**src/rtl/rf_wb_arbiter.sv**
```systemverilog
// Register-file writeback arbiter: per-requester 1-entry buffers, round-robin drain onto a
// single registered write port, pending-write scoreboard and a flush/drain sequencer.
//
// state | meaning
// RUN   | buffers accept new writebacks, arbiter drains
// DRAIN | accepting stopped, arbiter keeps draining buffers and the grant stage
// DONE  | everything written; flush_done pulses for this one cycle
module rf_wb_arbiter #(
    parameter int NREQ   = 2,
    parameter int DATA_W = 32,
    parameter int ADDR_W = 5
) (
    input  logic                     clk,
    input  logic                     rst_n,
    input  logic [NREQ-1:0]          req_valid,
    output logic [NREQ-1:0]          req_ready,
    input  logic [NREQ*ADDR_W-1:0]   req_dest,
    input  logic [NREQ*DATA_W-1:0]   req_data,
    input  logic                     iss_valid,
    input  logic [ADDR_W-1:0]        iss_dest,
    input  logic [ADDR_W-1:0]        rd_addr1,
    input  logic [ADDR_W-1:0]        rd_addr2,
    output logic                     rd_busy1,
    output logic                     rd_busy2,
    input  logic                     flush,
    output logic                     flush_done,
    output logic                     rg_wrt_en,
    output logic [ADDR_W-1:0]        rg_wrt_dest,
    output logic [DATA_W-1:0]        rg_wrt_data
);

    localparam int IDX_W = (NREQ > 1) ? $clog2(NREQ) : 1;
    localparam int NREG  = 2 ** ADDR_W;

    localparam logic [1:0] ST_RUN   = 2'd0;
    localparam logic [1:0] ST_DRAIN = 2'd1;
    localparam logic [1:0] ST_DONE  = 2'd2;

    logic [1:0]        state;
    logic [NREQ-1:0]   buf_full;
    logic [ADDR_W-1:0] buf_dest [NREQ];
    logic [DATA_W-1:0] buf_data [NREQ];
    logic [IDX_W-1:0]  rr_ptr;

    logic              grant_valid;
    logic [IDX_W-1:0]  grant_idx;

    logic              g_valid;
    logic [ADDR_W-1:0] g_dest;
    logic [DATA_W-1:0] g_data;
    logic              wr_fire;

    logic [NREG-1:0]   busy;
    logic [NREG-1:0]   busy_nxt;

    // Scan downward from the farthest candidate so the one nearest rr_ptr is left as the winner.
    always_comb begin
        int               j;
        logic [IDX_W-1:0] cand;
        grant_valid = 1'b0;
        grant_idx   = '0;
        j           = 0;
        cand        = '0;
        for (int k = NREQ - 1; k >= 0; k--) begin
            j = int'(rr_ptr) + k;
            if (j >= NREQ) begin
                j = j - NREQ;
            end
            cand = IDX_W'(j);
            if (buf_full[cand]) begin
                grant_valid = 1'b1;
                grant_idx   = cand;
            end
        end
    end

    always_comb begin
        req_ready = '0;
        for (int i = 0; i < NREQ; i++) begin
            req_ready[i] = (state == ST_RUN) &&
                           (!buf_full[i] || (grant_valid && grant_idx == IDX_W'(i)));
        end
    end

    always_ff @(posedge clk or negedge rst_n) begin
        if (!rst_n) begin
            buf_full <= '0;
            for (int i = 0; i < NREQ; i++) begin
                buf_dest[i] <= '0;
                buf_data[i] <= '0;
            end
        end else begin
            for (int i = 0; i < NREQ; i++) begin
                if (req_valid[i] && req_ready[i]) begin
                    buf_full[i] <= 1'b1;
                    buf_dest[i] <= req_dest[i*ADDR_W +: ADDR_W];
                    buf_data[i] <= req_data[i*DATA_W +: DATA_W];
                end else if (grant_valid && grant_idx == IDX_W'(i)) begin
                    buf_full[i] <= 1'b0;
                end
            end
        end
    end

    always_ff @(posedge clk or negedge rst_n) begin
        if (!rst_n) begin
            rr_ptr <= '0;
        end else if (grant_valid) begin
            rr_ptr <= (grant_idx == IDX_W'(NREQ - 1)) ? '0 : grant_idx + 1'b1;
        end
    end

    // The granted entry waits one cycle in the grant stage before reaching the write port.
    always_ff @(posedge clk or negedge rst_n) begin
        if (!rst_n) begin
            g_valid <= 1'b0;
            g_dest  <= '0;
            g_data  <= '0;
        end else begin
            g_valid <= grant_valid;
            if (grant_valid) begin
                g_dest <= buf_dest[grant_idx];
                g_data <= buf_data[grant_idx];
            end
        end
    end

    assign wr_fire = g_valid && (g_dest != '0);

    always_ff @(posedge clk or negedge rst_n) begin
        if (!rst_n) begin
            rg_wrt_en   <= 1'b0;
            rg_wrt_dest <= '0;
            rg_wrt_data <= '0;
        end else begin
            rg_wrt_en <= wr_fire;
            if (wr_fire) begin
                rg_wrt_dest <= g_dest;
                rg_wrt_data <= g_data;
            end
        end
    end

    // A new issue to the same register outranks the retiring write.
    always_comb begin
        busy_nxt = busy;
        if (wr_fire) begin
            busy_nxt[g_dest] = 1'b0;
        end
        if (iss_valid && iss_dest != '0) begin
            busy_nxt[iss_dest] = 1'b1;
        end
        busy_nxt[0] = 1'b0;
    end

    always_ff @(posedge clk or negedge rst_n) begin
        if (!rst_n) begin
            busy <= '0;
        end else begin
            busy <= busy_nxt;
        end
    end

    assign rd_busy1 = busy[rd_addr1];
    assign rd_busy2 = busy[rd_addr2];

    always_ff @(posedge clk or negedge rst_n) begin
        if (!rst_n) begin
            state <= ST_RUN;
        end else begin
            case (state)
                ST_RUN:   if (flush) state <= ST_DRAIN;
                ST_DRAIN: if (!(|buf_full) && !grant_valid && !g_valid) state <= ST_DONE;
                ST_DONE:  state <= ST_RUN;
                default:  state <= ST_RUN;
            endcase
        end
    end

    assign flush_done = (state == ST_DONE);

endmodule

```
**config.mk**
```make
export PLATFORM = sky130hd
export DESIGN_NAME = rf_wb_arbiter
export DESIGN_NICKNAME = d
export VERILOG_FILES = /design/src/rtl/rf_wb_arbiter.sv
export SDC_FILE = /design/constraint.sdc
export NUM_CORES = 1
export LEC_CHECK = 0
export BUFFER_PORTS_ARGS = -buffer_cell sky130_fd_sc_hd__buf_2
export CAP_MARGIN = 0
export CORE_UTILIZATION = 50
export DETAILED_ROUTE_END_ITERATION = 6
export PLACE_DENSITY = 0.72
export RECOVER_POWER = 25
export SYNTH_ARGS = -nofsm -noshare
export SYNTH_HDL_FRONTEND = slang
export SYNTH_SLANG_ARGS = --single-unit
export TNS_END_PERCENT = 30
```
**constraint.sdc**
```tcl
create_clock -name clk -period 1.8 [get_ports clk]
set_input_delay 0.09 -clock clk [delete_from_list [all_inputs] [get_ports clk]]
set_output_delay 0.09 -clock clk [all_outputs]
set_load 0.01 [all_outputs]
```
==> out/qor.txt <==
Critical path class: reg2out
Count of cell types in the netlist: 34
Grt ovf: 0
RSZ-0062 raised after global routing: yes
R2R depth: 5
VDD IR max: 0.848 mV
Max cap viols: 0
Area leader, netlist: dfrtp_1
Core area: 15900 sq um
Final min period: 1.87 ns
FILL cells: 1234
Crit-path max FO: 3
Commonest non-fill, non-tap cells in the layout: 186 x dfrtp_1, 136 x buf_2, 91 x mux2_2
H-tree Lvls: 4
Num rows: 46
Hold path startpoint: iss_dest[2]
Avg Inst Size Synth: 13.0 sq um
# diodes: 0
Commonest non-fill, non-tap cell in the layout: dfrtp_1
Synthesized area: 8180 sq um
Drt total wl: 20700 microns
FF-to-FF Start: buf_full[0]$_DFFE_PN0P_
Clock Sinks: 186
Final std cells w/o fill: 1079
Slew Viols, Final: 0
Vias in the first global route: 6490
Die H: 130 microns
Failing checks: setup timing
Fin Hold WS: 0.0961 ns
Total die area: 16900 sq um
Status: finished with violations
Fin. Hold Viols: 0
PwrDens: 1770 nW/um^2
Residual DRC count: 0
CTS Buf Count: 17
Routed len/inst: 19.2 microns
Placed inst area: 9210 sq um
First-pass GRT wire length: 33700 microns
WHS Endpoint: busy[4]$_DFF_PN0_
Share of cells above drive strength 1: 0.401
Critical Path RT: 1.71 ns
Routability congestion estimate: 0.875
Overall power: 18.7 mW
Flip-flop and latch area: 4650 sq um
EDFF count, synth: 0
Fraction of the cycle the final worst path needs: 1.04
# setup viols final: 2
Worst-path clk slew: 0.06 ns
CTS Root Cell: clkbuf_16
Seq cells post-synth: 186
Worst path cell trace: mux4_2 > nand2b_4 > o211ai_1 > nand4_1 > buf_2
Crit end category: primary output
Sequential fraction of the synthesis area: 0.569
Post-route ant nets: 0
I/O Pins: 138
Synth area leaders: dfrtp_1 57%, mux2_2 13%, mux2i_1 4.9%
Maximum operating frequency: 536 MHz
Die width: 130 microns
Hold depth: 3
FF-to-FF End: buf_dest[1]$_DFFE_PN0P_
Worst-Margin Slew: 1.02 ns
Clock latency on the worst-skew pair: 0.43 ns
Design Area, Final: 10600 sq um
Critical Path Start Type: flop
FFs w/ async S/R, synth: 1.00
Dpl cells: 970
IO buf count: 137
DR pass1 iterations: 4
Layout Nets: 945
GRT Util Overall: 0.265
Mapped Nets: 726
Syn Inst Count: 631
Clock skew: 0.0112 ns
Hpwl dp: 13400 microns
Top cell type's share of synthesized area: 0.569
Slowest stage delay, CP: 0.47 ns
Area Overhead vs Synth: 29.0%
Initial antenna violation count: 0
Vias/cell: 5.61
CP Data Arrival Time: 1.78 ns
DR iter-0 viols: 455
Final worst slack: -0.0656 ns
Reg2reg setup slack: 0.14 ns
Multi-input logic area: 3340 sq um
Pin count of the biggest net entering global routing: 73
Max Buffers Root-to-Sink: 2
Max_slew headroom: 0.321
Synth Flop Type: dfrtp_1
Crit path max-delay cell type: mux4_2
Hold Crit Class: in2reg
TritonCTS clock tree: built
Vias: 6055
Initial Util: 0.513
YS warnings: 0
Setup_tns: -0.124 ns
Total leakage power: 4.77 nW
==> logic make-up after synthesis <==
| group | Yosys count | share of synthesized area |
|---|---|---|
| AO/OA/AOI/OAI | 120 | 0.101 |
| buffers and inverters | 45 | 0.0295 |
| flip-flops | 186 | 0.569 |
| multiplexers | 157 | 0.227 |
| AND/OR/NAND/NOR | 123 | 0.0731 |
==> worst max-delay path, delay by kind of cell, from the launching register on <==
family                 cells  cell delay, ns
and+or+nand+nor            2            0.27
DFF                        1            0.39
AOI/OAI and AO/OA          1            0.08
buffers and inverters      1            0.15
muxes                      1            0.47
==> per-layer routing <==
layer / global-route usage / wire (microns) / up-vias / share of wire
met4: 0.0903 / 412 / 0 / 0.020
li1: - / - / 2739 / -
met3: 0.0578 / 1150 / 36 / 0.055
met2: 0.460 / 10700 / 194 / 0.52
met1: 0.330 / 8420 / 3086 / 0.41
met5: 0 / 0 / - / 0
==> per-stage QoR <==
step,utilization,setup slack (ns)
after global placement,0.577,0.128
after global routing,0.662,-0.154
after floorplan,-,0.108
after CTS,0.663,-0.0831
final,0.662,-0.0656
after detailed placement,0.577,0.118
==> sequential cells by signal (all words and copies together), names as in the netlist, 2 cells and up <==
name         cells
buf_data        64
g_data          32
rg_wrt_data     32
busy            31
buf_dest        10
g_dest           5
rg_wrt_dest      5
buf_full         2
state            2
==> Yosys cell counts (11+ instances only) <==
cell and n:
mux2_4 19, nand3_1 13, mux2_2 91, mux2i_1 40, nand2_1 66, clkbuf_1 18, o221a_2 20, nor2_1 11
a32oi_1 15, dfrtp_1 186, o21ai_0 65, buf_2 13
==> layout make-up <==
type,instances,share of cell area
clock buffers,22,0.0440
inverters,5,0.00178
repair buffers,240,0.162
well taps,216,0.0256
flip-flops and latches,186,0.441
multi-input cells,400,0.317
clock inverters,10,0.00889
==> worst max path at each step <==
stage                                  from  slack (ns)  cells past startpoint                  endpoint
finish                    busy[7]$_DFF_PN0_       -0.07                      5                  rd_busy2
global route              busy[7]$_DFF_PN0_       -0.15                      5                  rd_busy2
CTS                       busy[7]$_DFF_PN0_       -0.08                      5                  rd_busy2
detailed placement  buf_full[0]$_DFFE_PN0P_        0.12                      6     g_data[0]$_DFFE_PN0P_
global placement    buf_full[0]$_DFFE_PN0P_        0.13                      6    g_data[26]$_DFFE_PN0P_
floorplan           buf_full[0]$_DFFE_PN0P_        0.11                      7  buf_data[16]$_DFFE_PN0P_
==> where the power goes <==
| part | total (mW) | internal (mW) | switching, mW |
|---|---|---|---|
| clock | 3.58 | 1.98 | 1.60 |
| sequential | 7.77 | 6.36 | 1.41 |
| combinational | 7.32 | 3.91 | 3.41 |
==> repair_timing <==
item                                    in CTS  in global routing
pin swaps                                    6                  1
resized for setup                            6                  1
endpoints found under the hold margin      142                  0
hold buffers                                76                  0
buffers inserted                             1                  0
endpoints found under the setup margin       2                  4
Power figures use the tool's default switching activity.
